`config.mk`:
```
export PLATFORM = sky130hd
export DESIGN_NAME = usb_protocol_fsm_flat
export DESIGN_NICKNAME = d
export VERILOG_FILES = /design/src/rtl/usb_pkg.sv /design/src/rtl/usb_protocol_fsm_if.sv /design/src/rtl/ptcl_timer.sv /design/src/rtl/usb_protocol_fsm.sv /design/src/flat_wrapper.sv
export SDC_FILE = /design/constraint.sdc
export NUM_CORES = 1
export LEC_CHECK = 0
export ABC_AREA = 0
export ABC_CLOCK_PERIOD_IN_PS = 2310
export BUFFER_PORTS_ARGS = -buffer_cell sky130_fd_sc_hd__buf_2
export CORE_ASPECT_RATIO = 1.5
export CORE_UTILIZATION = 45
export CTS_BUF_LIST = sky130_fd_sc_hd__clkbuf_2 sky130_fd_sc_hd__clkbuf_4 sky130_fd_sc_hd__clkbuf_8
export CTS_CLUSTER_SIZE = 28
export DETAILED_ROUTE_END_ITERATION = 6
export PLACE_DENSITY_LB_ADDON = 0.12
export SYNTH_ARGS = -nofsm -noshare
export SYNTH_HDL_FRONTEND = slang
export SYNTH_SLANG_ARGS = --single-unit
```
`constraint.sdc`:
```
create_clock -name clk -period 2.31 [get_ports clk]
set_input_delay 0 -clock clk [delete_from_list [all_inputs] [get_ports clk]]
set_output_delay 0 -clock clk [all_outputs]
set_load 0.02 [all_outputs]
```
`src/rtl/usb_pkg.sv`:
```
// rtl/usb_pkg.sv - shared PIDs, packet widths, tx kinds and protocol states
package usb_pkg;

  localparam int TOKEN_W   = 19;
  localparam int DATA_W    = 72;
  localparam int PAYLOAD_W = 64;

  // PIDs in the bit-reversed form used throughout the codebase
  localparam logic [7:0] OUTPID  = 8'b10000111;
  localparam logic [7:0] INPID   = 8'b10010110;
  localparam logic [7:0] DATAPID = 8'b11000011;
  localparam logic [7:0] ACKPID  = 8'b01001011;
  localparam logic [7:0] NAKPID  = 8'b01011010;

  typedef enum logic [1:0] {
    TX_TOKEN  = 2'd0,
    TX_DATA   = 2'd1,
    TX_HSHAKE = 2'd2
  } tx_kind_e;

  typedef enum logic [3:0] {
    S_IDLE,
    S_SEND_TOK,
    S_WAIT_TOK,
    S_SEND_DAT,
    S_WAIT_DAT,
    S_WAIT_HS,
    S_WAIT_RXD,
    S_SEND_HS,
    S_WAIT_HST,
    S_RETRY,
    S_SUCCESS,
    S_FAIL
  } ptcl_state_e;

endpackage

```
`src/rtl/usb_protocol_fsm_if.sv`:
```
// rtl/usb_protocol_fsm_if.sv - request, encoder and decoder signals of the protocol stage
interface usb_protocol_fsm_if;
  import usb_pkg::*;

  logic [TOKEN_W-1:0]   token_pkt;
  logic [DATA_W-1:0]    data_pkt;
  logic                 data_avail;
  logic                 ptcl_ready;
  logic                 ptcl_done;
  logic                 ptcl_success;
  logic [PAYLOAD_W-1:0] ptcl_data;
  logic [DATA_W-1:0]    tx_pkt;
  tx_kind_e             tx_kind;
  logic                 tx_start;
  logic                 tx_done;
  logic                 rx_valid;
  logic [7:0]           rx_pid;
  logic [PAYLOAD_W-1:0] rx_data;
  logic                 rx_crc_ok;

  modport slave (
    input  token_pkt, data_pkt, data_avail, tx_done, rx_valid, rx_pid, rx_data, rx_crc_ok,
    output ptcl_ready, ptcl_done, ptcl_success, ptcl_data, tx_pkt, tx_kind, tx_start
  );

  modport master (
    output token_pkt, data_pkt, data_avail, tx_done, rx_valid, rx_pid, rx_data, rx_crc_ok,
    input  ptcl_ready, ptcl_done, ptcl_success, ptcl_data, tx_pkt, tx_kind, tx_start
  );

endinterface

```
`src/rtl/ptcl_timer.sv`:
```
// rtl/ptcl_timer.sv - response timeout counter, expires on its TIMEOUT_CYC-th enabled cycle
module ptcl_timer #(
  parameter int TIMEOUT_CYC = 255
) (
  input  logic clk,
  input  logic rst_b,
  input  logic i_clr,
  input  logic i_en,
  output logic o_expired
);

  logic [7:0] r_cnt;

  always_ff @(posedge clk or negedge rst_b) begin
    if (!rst_b) begin
      r_cnt <= '0;
    end else if (i_clr) begin
      r_cnt <= '0;
    end else if (i_en && !o_expired) begin
      r_cnt <= r_cnt + 8'd1;
    end
  end

  assign o_expired = i_en && (r_cnt == 8'(TIMEOUT_CYC - 1));

endmodule

```
`src/rtl/usb_protocol_fsm.sv`:
```
// rtl/usb_protocol_fsm.sv - token/data/handshake sequencing with bounded retry
// Optional PTCL_DEBUG_EN adds o_attempts (attempt count of the last finished transaction).
module usb_protocol_fsm
  import usb_pkg::*;
#(
  parameter int MAX_RETRY   = 8,
  parameter int TIMEOUT_CYC = 255
) (
  input  logic              clk,
  input  logic              rst_b,
  usb_protocol_fsm_if.slave io_bus
`ifdef PTCL_DEBUG_EN
  ,
  output logic [3:0]        o_attempts
`endif
);

  ptcl_state_e          r_state;
  ptcl_state_e          w_next;
  logic [TOKEN_W-1:0]   r_token;
  logic [DATA_W-1:0]    r_data;
  logic                 r_is_in;
  logic                 r_hs_ack;
  logic [3:0]           r_retry_cnt;
  logic [PAYLOAD_W-1:0] r_rx_buf;
  logic [PAYLOAD_W-1:0] r_ptcl_data;

  logic [7:0]           w_tok_pid;
  logic                 w_pid_out;
  logic                 w_pid_in;
  logic                 w_tmr_en;
  logic                 w_tmr_expired;
  logic                 w_last_try;
  logic                 w_rx_good;
  logic                 w_tx_start;
  tx_kind_e             w_tx_kind;
  logic [DATA_W-1:0]    w_tx_pkt;

  assign w_tok_pid  = io_bus.token_pkt[TOKEN_W-1 -: 8];
  assign w_pid_out  = (w_tok_pid == OUTPID);
  assign w_pid_in   = (w_tok_pid == INPID);
  assign w_tmr_en   = (r_state == S_WAIT_HS) || (r_state == S_WAIT_RXD);
  assign w_last_try = ((r_retry_cnt + 4'd1) == 4'(MAX_RETRY));
  assign w_rx_good  = (io_bus.rx_pid == DATAPID) && io_bus.rx_crc_ok;

  // Counter is held clear outside the two response-wait states, so every entry starts at zero
  ptcl_timer #(.TIMEOUT_CYC(TIMEOUT_CYC)) u_timer (
    .clk       (clk),
    .rst_b     (rst_b),
    .i_clr     (!w_tmr_en),
    .i_en      (w_tmr_en),
    .o_expired (w_tmr_expired)
  );

  always_ff @(posedge clk or negedge rst_b) begin
    if (!rst_b) begin
      r_state <= S_IDLE;
    end else begin
      r_state <= w_next;
    end
  end

  always_comb begin
    w_next     = r_state;
    w_tx_start = 1'b0;
    w_tx_kind  = TX_TOKEN;
    w_tx_pkt   = '0;
    case (r_state)
      S_IDLE:     if (io_bus.data_avail) w_next = (w_pid_out || w_pid_in) ? S_SEND_TOK : S_FAIL;
      S_SEND_TOK: begin
        w_tx_start = 1'b1;
        w_tx_pkt   = {r_token, 53'b0};
        w_next     = S_WAIT_TOK;
      end
      S_WAIT_TOK: if (io_bus.tx_done) w_next = r_is_in ? S_WAIT_RXD : S_SEND_DAT;
      S_SEND_DAT: begin
        w_tx_start = 1'b1;
        w_tx_kind  = TX_DATA;
        w_tx_pkt   = r_data;
        w_next     = S_WAIT_DAT;
      end
      S_WAIT_DAT: if (io_bus.tx_done) w_next = S_WAIT_HS;
      S_WAIT_HS: begin
        if (io_bus.rx_valid) w_next = (io_bus.rx_pid == ACKPID) ? S_SUCCESS : S_RETRY;
        else if (w_tmr_expired) w_next = S_RETRY;
      end
      // A bad CRC is answered with NAK whatever the PID; a clean non-DATA0 packet is just dropped
      S_WAIT_RXD: begin
        if (io_bus.rx_valid) w_next = (w_rx_good || !io_bus.rx_crc_ok) ? S_SEND_HS : S_RETRY;
        else if (w_tmr_expired) w_next = S_RETRY;
      end
      S_SEND_HS: begin
        w_tx_start = 1'b1;
        w_tx_kind  = TX_HSHAKE;
        w_tx_pkt   = {(r_hs_ack ? ACKPID : NAKPID), 64'b0};
        w_next     = S_WAIT_HST;
      end
      S_WAIT_HST: if (io_bus.tx_done) w_next = r_hs_ack ? S_SUCCESS : S_RETRY;
      S_RETRY:    w_next = w_last_try ? S_FAIL : S_SEND_TOK;
      S_SUCCESS:  w_next = S_IDLE;
      S_FAIL:     w_next = S_IDLE;
      default:    w_next = S_IDLE;
    endcase
  end

  always_ff @(posedge clk or negedge rst_b) begin
    if (!rst_b) begin
      r_token     <= '0;
      r_data      <= '0;
      r_is_in     <= 1'b0;
      r_hs_ack    <= 1'b0;
      r_retry_cnt <= '0;
      r_rx_buf    <= '0;
      r_ptcl_data <= '0;
    end else begin
      if (r_state == S_IDLE && io_bus.data_avail) begin
        r_token     <= io_bus.token_pkt;
        r_data      <= io_bus.data_pkt;
        r_is_in     <= w_pid_in;
        r_retry_cnt <= '0;
      end
      if (r_state == S_RETRY) begin
        r_retry_cnt <= r_retry_cnt + 4'd1;
      end
      if (r_state == S_WAIT_RXD && io_bus.rx_valid) begin
        r_hs_ack <= w_rx_good;
        r_rx_buf <= io_bus.rx_data;
      end
      // Payload becomes visible only once the ACK for it has gone out
      if (r_state == S_WAIT_HST && io_bus.tx_done && r_hs_ack) begin
        r_ptcl_data <= r_rx_buf;
      end
    end
  end

`ifdef PTCL_DEBUG_EN
  logic [3:0] r_attempts;

  always_ff @(posedge clk or negedge rst_b) begin
    if (!rst_b) begin
      r_attempts <= '0;
    end else if (w_next == S_SUCCESS || w_next == S_FAIL) begin
      r_attempts <= (r_state == S_IDLE) ? 4'd0 : r_retry_cnt + 4'd1;
    end
  end

  assign o_attempts = r_attempts;
`endif

  assign io_bus.ptcl_ready   = (r_state == S_IDLE);
  assign io_bus.ptcl_done    = (r_state == S_SUCCESS) || (r_state == S_FAIL);
  assign io_bus.ptcl_success = (r_state == S_SUCCESS);
  assign io_bus.ptcl_data    = r_ptcl_data;
  assign io_bus.tx_start     = w_tx_start;
  assign io_bus.tx_kind      = w_tx_kind;
  assign io_bus.tx_pkt       = w_tx_pkt;

endmodule

```
`src/flat_wrapper.sv`:
```
// flat-port wrapper written by rule: the top's interface ports become plain ports
module usb_protocol_fsm_flat import usb_pkg::*;
#(
  parameter int MAX_RETRY   = 8,
  parameter int TIMEOUT_CYC = 255
)
  (clk, rst_b, io_bus_token_pkt, io_bus_data_pkt, io_bus_data_avail, io_bus_tx_done, io_bus_rx_valid, io_bus_rx_pid, io_bus_rx_data, io_bus_rx_crc_ok, io_bus_ptcl_ready, io_bus_ptcl_done, io_bus_ptcl_success, io_bus_ptcl_data, io_bus_tx_pkt, io_bus_tx_kind, io_bus_tx_start);
  usb_protocol_fsm_if io_bus_i ();
  input  logic clk;
  input  logic rst_b;
  input wire logic [$bits(io_bus_i.token_pkt)-1:0] io_bus_token_pkt;
  input wire logic [$bits(io_bus_i.data_pkt)-1:0] io_bus_data_pkt;
  input wire logic [$bits(io_bus_i.data_avail)-1:0] io_bus_data_avail;
  input wire logic [$bits(io_bus_i.tx_done)-1:0] io_bus_tx_done;
  input wire logic [$bits(io_bus_i.rx_valid)-1:0] io_bus_rx_valid;
  input wire logic [$bits(io_bus_i.rx_pid)-1:0] io_bus_rx_pid;
  input wire logic [$bits(io_bus_i.rx_data)-1:0] io_bus_rx_data;
  input wire logic [$bits(io_bus_i.rx_crc_ok)-1:0] io_bus_rx_crc_ok;
  output wire logic [$bits(io_bus_i.ptcl_ready)-1:0] io_bus_ptcl_ready;
  output wire logic [$bits(io_bus_i.ptcl_done)-1:0] io_bus_ptcl_done;
  output wire logic [$bits(io_bus_i.ptcl_success)-1:0] io_bus_ptcl_success;
  output wire logic [$bits(io_bus_i.ptcl_data)-1:0] io_bus_ptcl_data;
  output wire logic [$bits(io_bus_i.tx_pkt)-1:0] io_bus_tx_pkt;
  output wire logic [$bits(io_bus_i.tx_kind)-1:0] io_bus_tx_kind;
  output wire logic [$bits(io_bus_i.tx_start)-1:0] io_bus_tx_start;
  assign io_bus_i.token_pkt = io_bus_token_pkt;
  assign io_bus_i.data_pkt = io_bus_data_pkt;
  assign io_bus_i.data_avail = io_bus_data_avail;
  assign io_bus_i.tx_done = io_bus_tx_done;
  assign io_bus_i.rx_valid = io_bus_rx_valid;
  assign io_bus_i.rx_pid = io_bus_rx_pid;
  assign io_bus_i.rx_data = io_bus_rx_data;
  assign io_bus_i.rx_crc_ok = io_bus_rx_crc_ok;
  assign io_bus_ptcl_ready = io_bus_i.ptcl_ready;
  assign io_bus_ptcl_done = io_bus_i.ptcl_done;
  assign io_bus_ptcl_success = io_bus_i.ptcl_success;
  assign io_bus_ptcl_data = io_bus_i.ptcl_data;
  assign io_bus_tx_pkt = io_bus_i.tx_pkt;
  assign io_bus_tx_kind = io_bus_i.tx_kind;
  assign io_bus_tx_start = io_bus_i.tx_start;
  usb_protocol_fsm #(.MAX_RETRY(MAX_RETRY), .TIMEOUT_CYC(TIMEOUT_CYC)) u_core (.clk(clk), .rst_b(rst_b), .io_bus(io_bus_i));
endmodule
```
Word level (Yosys, flattened, before mapping)
Cells that the tools add are included.
- flip-flop bits (word level): 237
- bits of input ports: 169
- output and inout bits: 142
- add/subtract/negate cells: 2
- eq/ne operators: 22
- muxes and demuxes: 22
- reductions and logical operators: 17
- operators by type and width (kind ; number):
    72-bit case mux with 3 select lines ; 1
    4-bit two-way mux ; 12
    4-bit case mux with 10 select lines ; 1
    8-bit equality test (second input constant) ; 4
    4-bit equality test (second input constant) ; 5
    4-bit by 3-bit equality test with 1-bit output (second input constant) ; 4
    8-bit two-way mux ; 2
    8-bit by 1-bit adder with 8-bit output (second input constant) ; 1
    4-bit by 2-bit equality test with 1-bit output (second input constant) ; 2
    8-bit by 7-bit equality test with 1-bit output (second input constant) ; 1
    2-bit != test (second input constant) ; 4
    1-bit logical AND ; 7
    5-bit two-way mux ; 1
    4-bit by 1-bit adder with 4-bit output (second input constant) ; 1
    4-bit by 1-bit equality test with 1-bit output (second input constant) ; 1
    4-bit logical NOT ; 1
    1-bit logical OR ; 4
    2-bit two-way mux ; 2
    2-bit case mux with 2 select lines ; 1
    4-bit AND reduction ; 1
    3-bit two-way mux ; 1
    3-bit OR reduction ; 1
    1-bit logical NOT ; 2
    2-bit by 1-bit != test with 1-bit output (second input constant) ; 1
    2 further kinds ; 2

Longest topological paths before layout
- word-level depth: 7
- mapped depth: 8
- mapped depth without buffers: 7

By module
Synthesis repeated with hierarchy kept, for this count alone.
- cell total of the unflattened synthesis: 714
- area total of the unflattened synthesis: 10178.5 um^2
- modules (own cells, without submodules) (module ; times used ; cells an instance ; area each (um^2) ; sequential area each (um^2)):
    usb_protocol_fsm ; 1 ; 666 ; 9671.8 ; 5730.5
    ptcl_timer ; 1 ; 48 ; 506.7 ; 200.2

Least setup slack after synthesis
OpenSTA, ideal clock, no wires.
- path type: register to register
- from: reg u_core.r_state[0]
- to: reg u_core.r_data[66]
- arrival: 1.754 ns
- data required time: 2.183 ns
- path slack: 0.429 ns
- stages on the path, launching flop included: 7
- buffers on the path: 3
- period minus slack after synthesis: 1.881 ns
- cell sequence: dfrtp_1 buf_2 nor4_4 nand2_2 buf_6 buf_4 mux2_1
- longest elaborated chain between the ends: 2
- RTL lines (what ; line ; source):
    start, declared ; usb_protocol_fsm.sv:18 ; ptcl_state_e r_state;
    start signal, assigned ; usb_protocol_fsm.sv:59 ; r_state <= w_next;
    4-bit logical NOT ; -- ;
    named net io_bus_ptcl_ready ; flat_wrapper.sv:19 ; output wire logic [$bits(io_bus_i.ptcl_ready)-1:0] io_bus_ptcl_ready;
    1-bit logical AND ; usb_protocol_fsm.sv:116 ; if (r_state == S_IDLE && io_bus.data_avail) begin
    end signal, assigned ; usb_protocol_fsm.sv:118 ; r_data <= io_bus.data_pkt;
    end, declared ; usb_protocol_fsm.sv:21 ; logic [DATA_W-1:0] r_data;
The timed path passes the listed nets, and every way through them passes these cells.
A chain may end at the register's enable or synchronous reset.

Worst setup path in the final report
- from: reg u_core.r_state[1]
- to: out io_bus_tx_pkt[15]
- longest elaborated chain between the ends: 2
- elaborated cells on any way between the ends: 4
- RTL lines (what ; line ; source):
    4-bit by 3-bit equality test with 1-bit output, or another cell as far along ; usb_protocol_fsm.sv:68 ; case (r_state)
    72-bit case mux with 3 select lines * ; usb_protocol_fsm.sv:68 ;
    end, declared ; flat_wrapper.sv:23 ; output wire logic [$bits(io_bus_i.tx_pkt)-1:0] io_bus_tx_pkt;
Every way passes the cells marked *; elsewhere a longest branch is shown, timed or not.

==> results.tsv <==
metric	value	unit
status	complete, no violations	
Netlist cell types	48	
worst min path class	in2async	
1st-iter DRT viols	213	
Worst-Skew Late Latency	0.51	ns
ys async rst share	100.0	%
HPWL reported at the end of detailed placement	17110	µm
Max FO, Critical Path	33	
gr usage total	22.87	%
largest net degree at the start of global routing	71	
fmax	454.6	MHz
final WL	25840	µm
CTS Buf Count	38	
Net Count, Synth	889	
Required @ worst endpoint	2.31	ns
I/O pin total	311	
Setup Skew	0.01119	ns
root buffer cell	clkbuf_8	
final setup violation count	0	
Mapped Area	10000	µm²
share of the synthesized area in the top cell type	59.30	%
DP Area	11990	µm²
htree depth	2	
Mapped Cells	716	
R2R Path Start	u_core.r_state[1]	
CP arrival	2.20	ns
number of fillers in the final layout	1638	
total gr overflow	0	
total of max-cap violations	0	
commonest non-fill, non-tap cell in the layout	buf_2	
chip width	123.7	µm
Sw Pwr	4.415	mW
row count	66	
Die Ht	184.6	µm
CP endpoint kind	output port	
Pint	9.899	mW
EDFF count, synth	0	
Static Leak	7.391	nW
# port buffers	310	
layout net count	1385	
vias	7485	
commonest cells after routing, fill and taps aside	309 x buf_2, 235 x dfrtp_1, 161 x dlygate4sd3_1	
initial core utilization	46.05	%
fin crit share	95.24	%
worst setup path startpoint	u_core.r_state[1]	
Primary FF master, synth	dfrtp_1	
number of global-route vias before repair	8098	
leading area contributor after synthesis	dfrtp_1	
Routed Antenna Nets	0	
syn_area_per_cell	13.97	µm²
layout cell share with drive strength beyond 1	45.63	%
sequential power share	43.9	%
register area share after synthesis	59.30	%
TritonRoute pass-1 iters	4	
Sink Count	237	
worst slew pin tran	0.5598	ns
Clk pwr share	25.3	%
Tmin final	2.200	ns
antenna violations before repair	1	
GPL Wtd Cong	0.8758	
Worst setup SP type	register	
total DRC errors in the routed layout	0	
Design Area, Final	14420	µm²
power per cell area	992.4	nW/µm²
Critical Path Slowest Stage Cell	dfrtp_1	
Fin Setup TNS	0	ns
CTS tree	yes	
vias per cell	4.960	
peak supply drop	0.5553	mV
switch share	30.84	%
core area	21720	µm²
Slew HR	62.68	%
first-pass GRT wire length	40270	µm
crit-path cells	buf_6 -> nand2_1 -> nor3_4 -> buf_4 -> buf_12 -> and2_1 -> buf_2	
slowest stage delay, CP	0.42	ns
top cells by area, synth	dfrtp_1 59%, mux2_2 17%, mux2_1 7.7%, and2_1 3.4%, a22o_1 1.3%	
post-DR wirelength/cell	17.12	µm
Setup CP Type	reg2out	
Worst-path clk slew	0.06	ns
final hold viol count	0	
Die Area	22840	µm²
RSZ-0062 raised after global routing	no	
Layout Area Growth over Synthesis	44.21	%
synthesized flop and latch total	237	
warning count from the yosys run	0	
Gate power share	30.7	%
Final Max Slew Viols	0	
Longest Clk Path Bufs	3	
-- power by group through the flow --
| stage | clock (mW) | combinational [mW] | sequential, mW |
|---|---|---|---|
| floorplan | 0 | 2.96 | 6.08 |
| global placement | 0 | 4.04 | 6.28 |
| detailed placement | 0 | 4.12 | 6.34 |
| CTS | 3.76 | 4.35 | 6.26 |
| global route | 3.93 | 4.80 | 6.48 |
| finish | 3.62 | 4.40 | 6.29 |
-- what timing repair did --
action,CTS,global route
hold endpoints to repair,401,0
hold buffers,161,0
cloned,0,1
endpoints found under the setup margin,6,38
setup buffers,0,2
gates resized for setup,1,4
pin swaps,0,1
-- per-layer routing --
layer  global-route usage [%]  vias up  share of wire [%]
met5                        0        -                  0
met4                    10.84        0                3.8
met3                    5.043       62                5.3
met2                    41.33      237                 54
met1                    24.78     3667                 37
li1                         -     3519                  -
-- area by class of cell --
type	count	area, µm²	share of cell area [%]
sequential	237	5933	41.14
inverter	4	15.01	0.1041
tap	272	340.3	2.360
timing repair buffer	497	3518	24.39
clock buffer	56	695.7	4.823
clock inverter	8	67.56	0.4685
multi-input combinational	434	3850	26.69
antenna	1	2.502	0.01735
-- metrics by stage --
stage,cells,hold slack (ns),setup slack (ns),power [mW],utilization (%)
final,1509,0.04933,0.1100,14.31,66.41
after CTS,1505,0.02949,0.04818,14.38,66.17
after floorplan,716,-0.2956,0.4286,9.039,-
after global placement,1280,0.01380,0.4319,10.32,55.22
after detailed placement,1280,0.008963,0.3913,10.46,55.22
after global routing,1509,0.09308,0.005015,15.21,66.41
-- final timing paths --
path | to | slack [ns] | depth (start not counted)
hold / removal | u_core.r_data[44] | 0.05 | 2
hold reg to reg | u_core.r_data[51] | 0.48 | 1
setup reg to reg | u_core.r_hs_ack | 0.15 | 7
max in group asynchronous | u_core.r_rx_buf[38] | 1.47 | 3
min in group clk | u_core.r_state[2] | 0.06 | 5
setup / recovery | io_bus_tx_pkt[15] | 0.11 | 7
-- synthesized netlist by cell type, types with 2 or more instances --
library cell	count
a211oi_1	4
a21oi_1	9
a22o_1	15
a31oi_1	2
and2_1	55
and3_1	4
buf_2	17
buf_4	8
buf_6	3
clkbuf_1	13
dfrtp_1	237
ha_1	4
inv_1	3
mux2_1	68
mux2_2	151
mux2i_1	2
nand2_1	22
nand2b_1	2
nand3_1	9
nand4_1	5
nor2_1	23
nor2b_1	4
nor3_1	8
nor3_2	2
nor4_1	2
nor4bb_1	3
o21a_1	3
o21ai_0	10
o22ai_1	2
o311ai_0	2
xnor2_1	2
xor2_1	6
-- cell families (layout without fill, tap and decap cells) --
kind of cell | Yosys count | in the layout | share of synthesized area (%)
multiplexers | 221 | 221 | 24.86
adder cells (fa/ha/maj) | 4 | 4 | 0.5005
buffers and inverters | 45 | 565 | 2.427
AND/OR/NAND/NOR | 147 | 147 | 8.420
flip-flops | 237 | 237 | 59.30
other | 0 | 1 | 0
XOR/XNOR | 8 | 8 | 0.7006
AO/OA/AOI/OAI | 54 | 54 | 3.791
-- critical path, delay by kind of cell (launching register included) --
kind,cells,cell delay [ns]
buffers and inverters,4,0.72
DFF,1,0.42
and+or+nand+nor,3,0.53
-- state kept, by name, indices dropped and copies added (netlist names) --
name                     count
u_core.io_bus.ptcl_data     64
u_core.r_data               72
u_core.r_hs_ack              1
u_core.r_is_in               1
u_core.r_retry_cnt           4
u_core.r_rx_buf             64
u_core.r_state               4
u_core.r_token              19
u_core.u_timer.r_cnt         8
No activity file was read; power rests on OpenSTA's default activity.
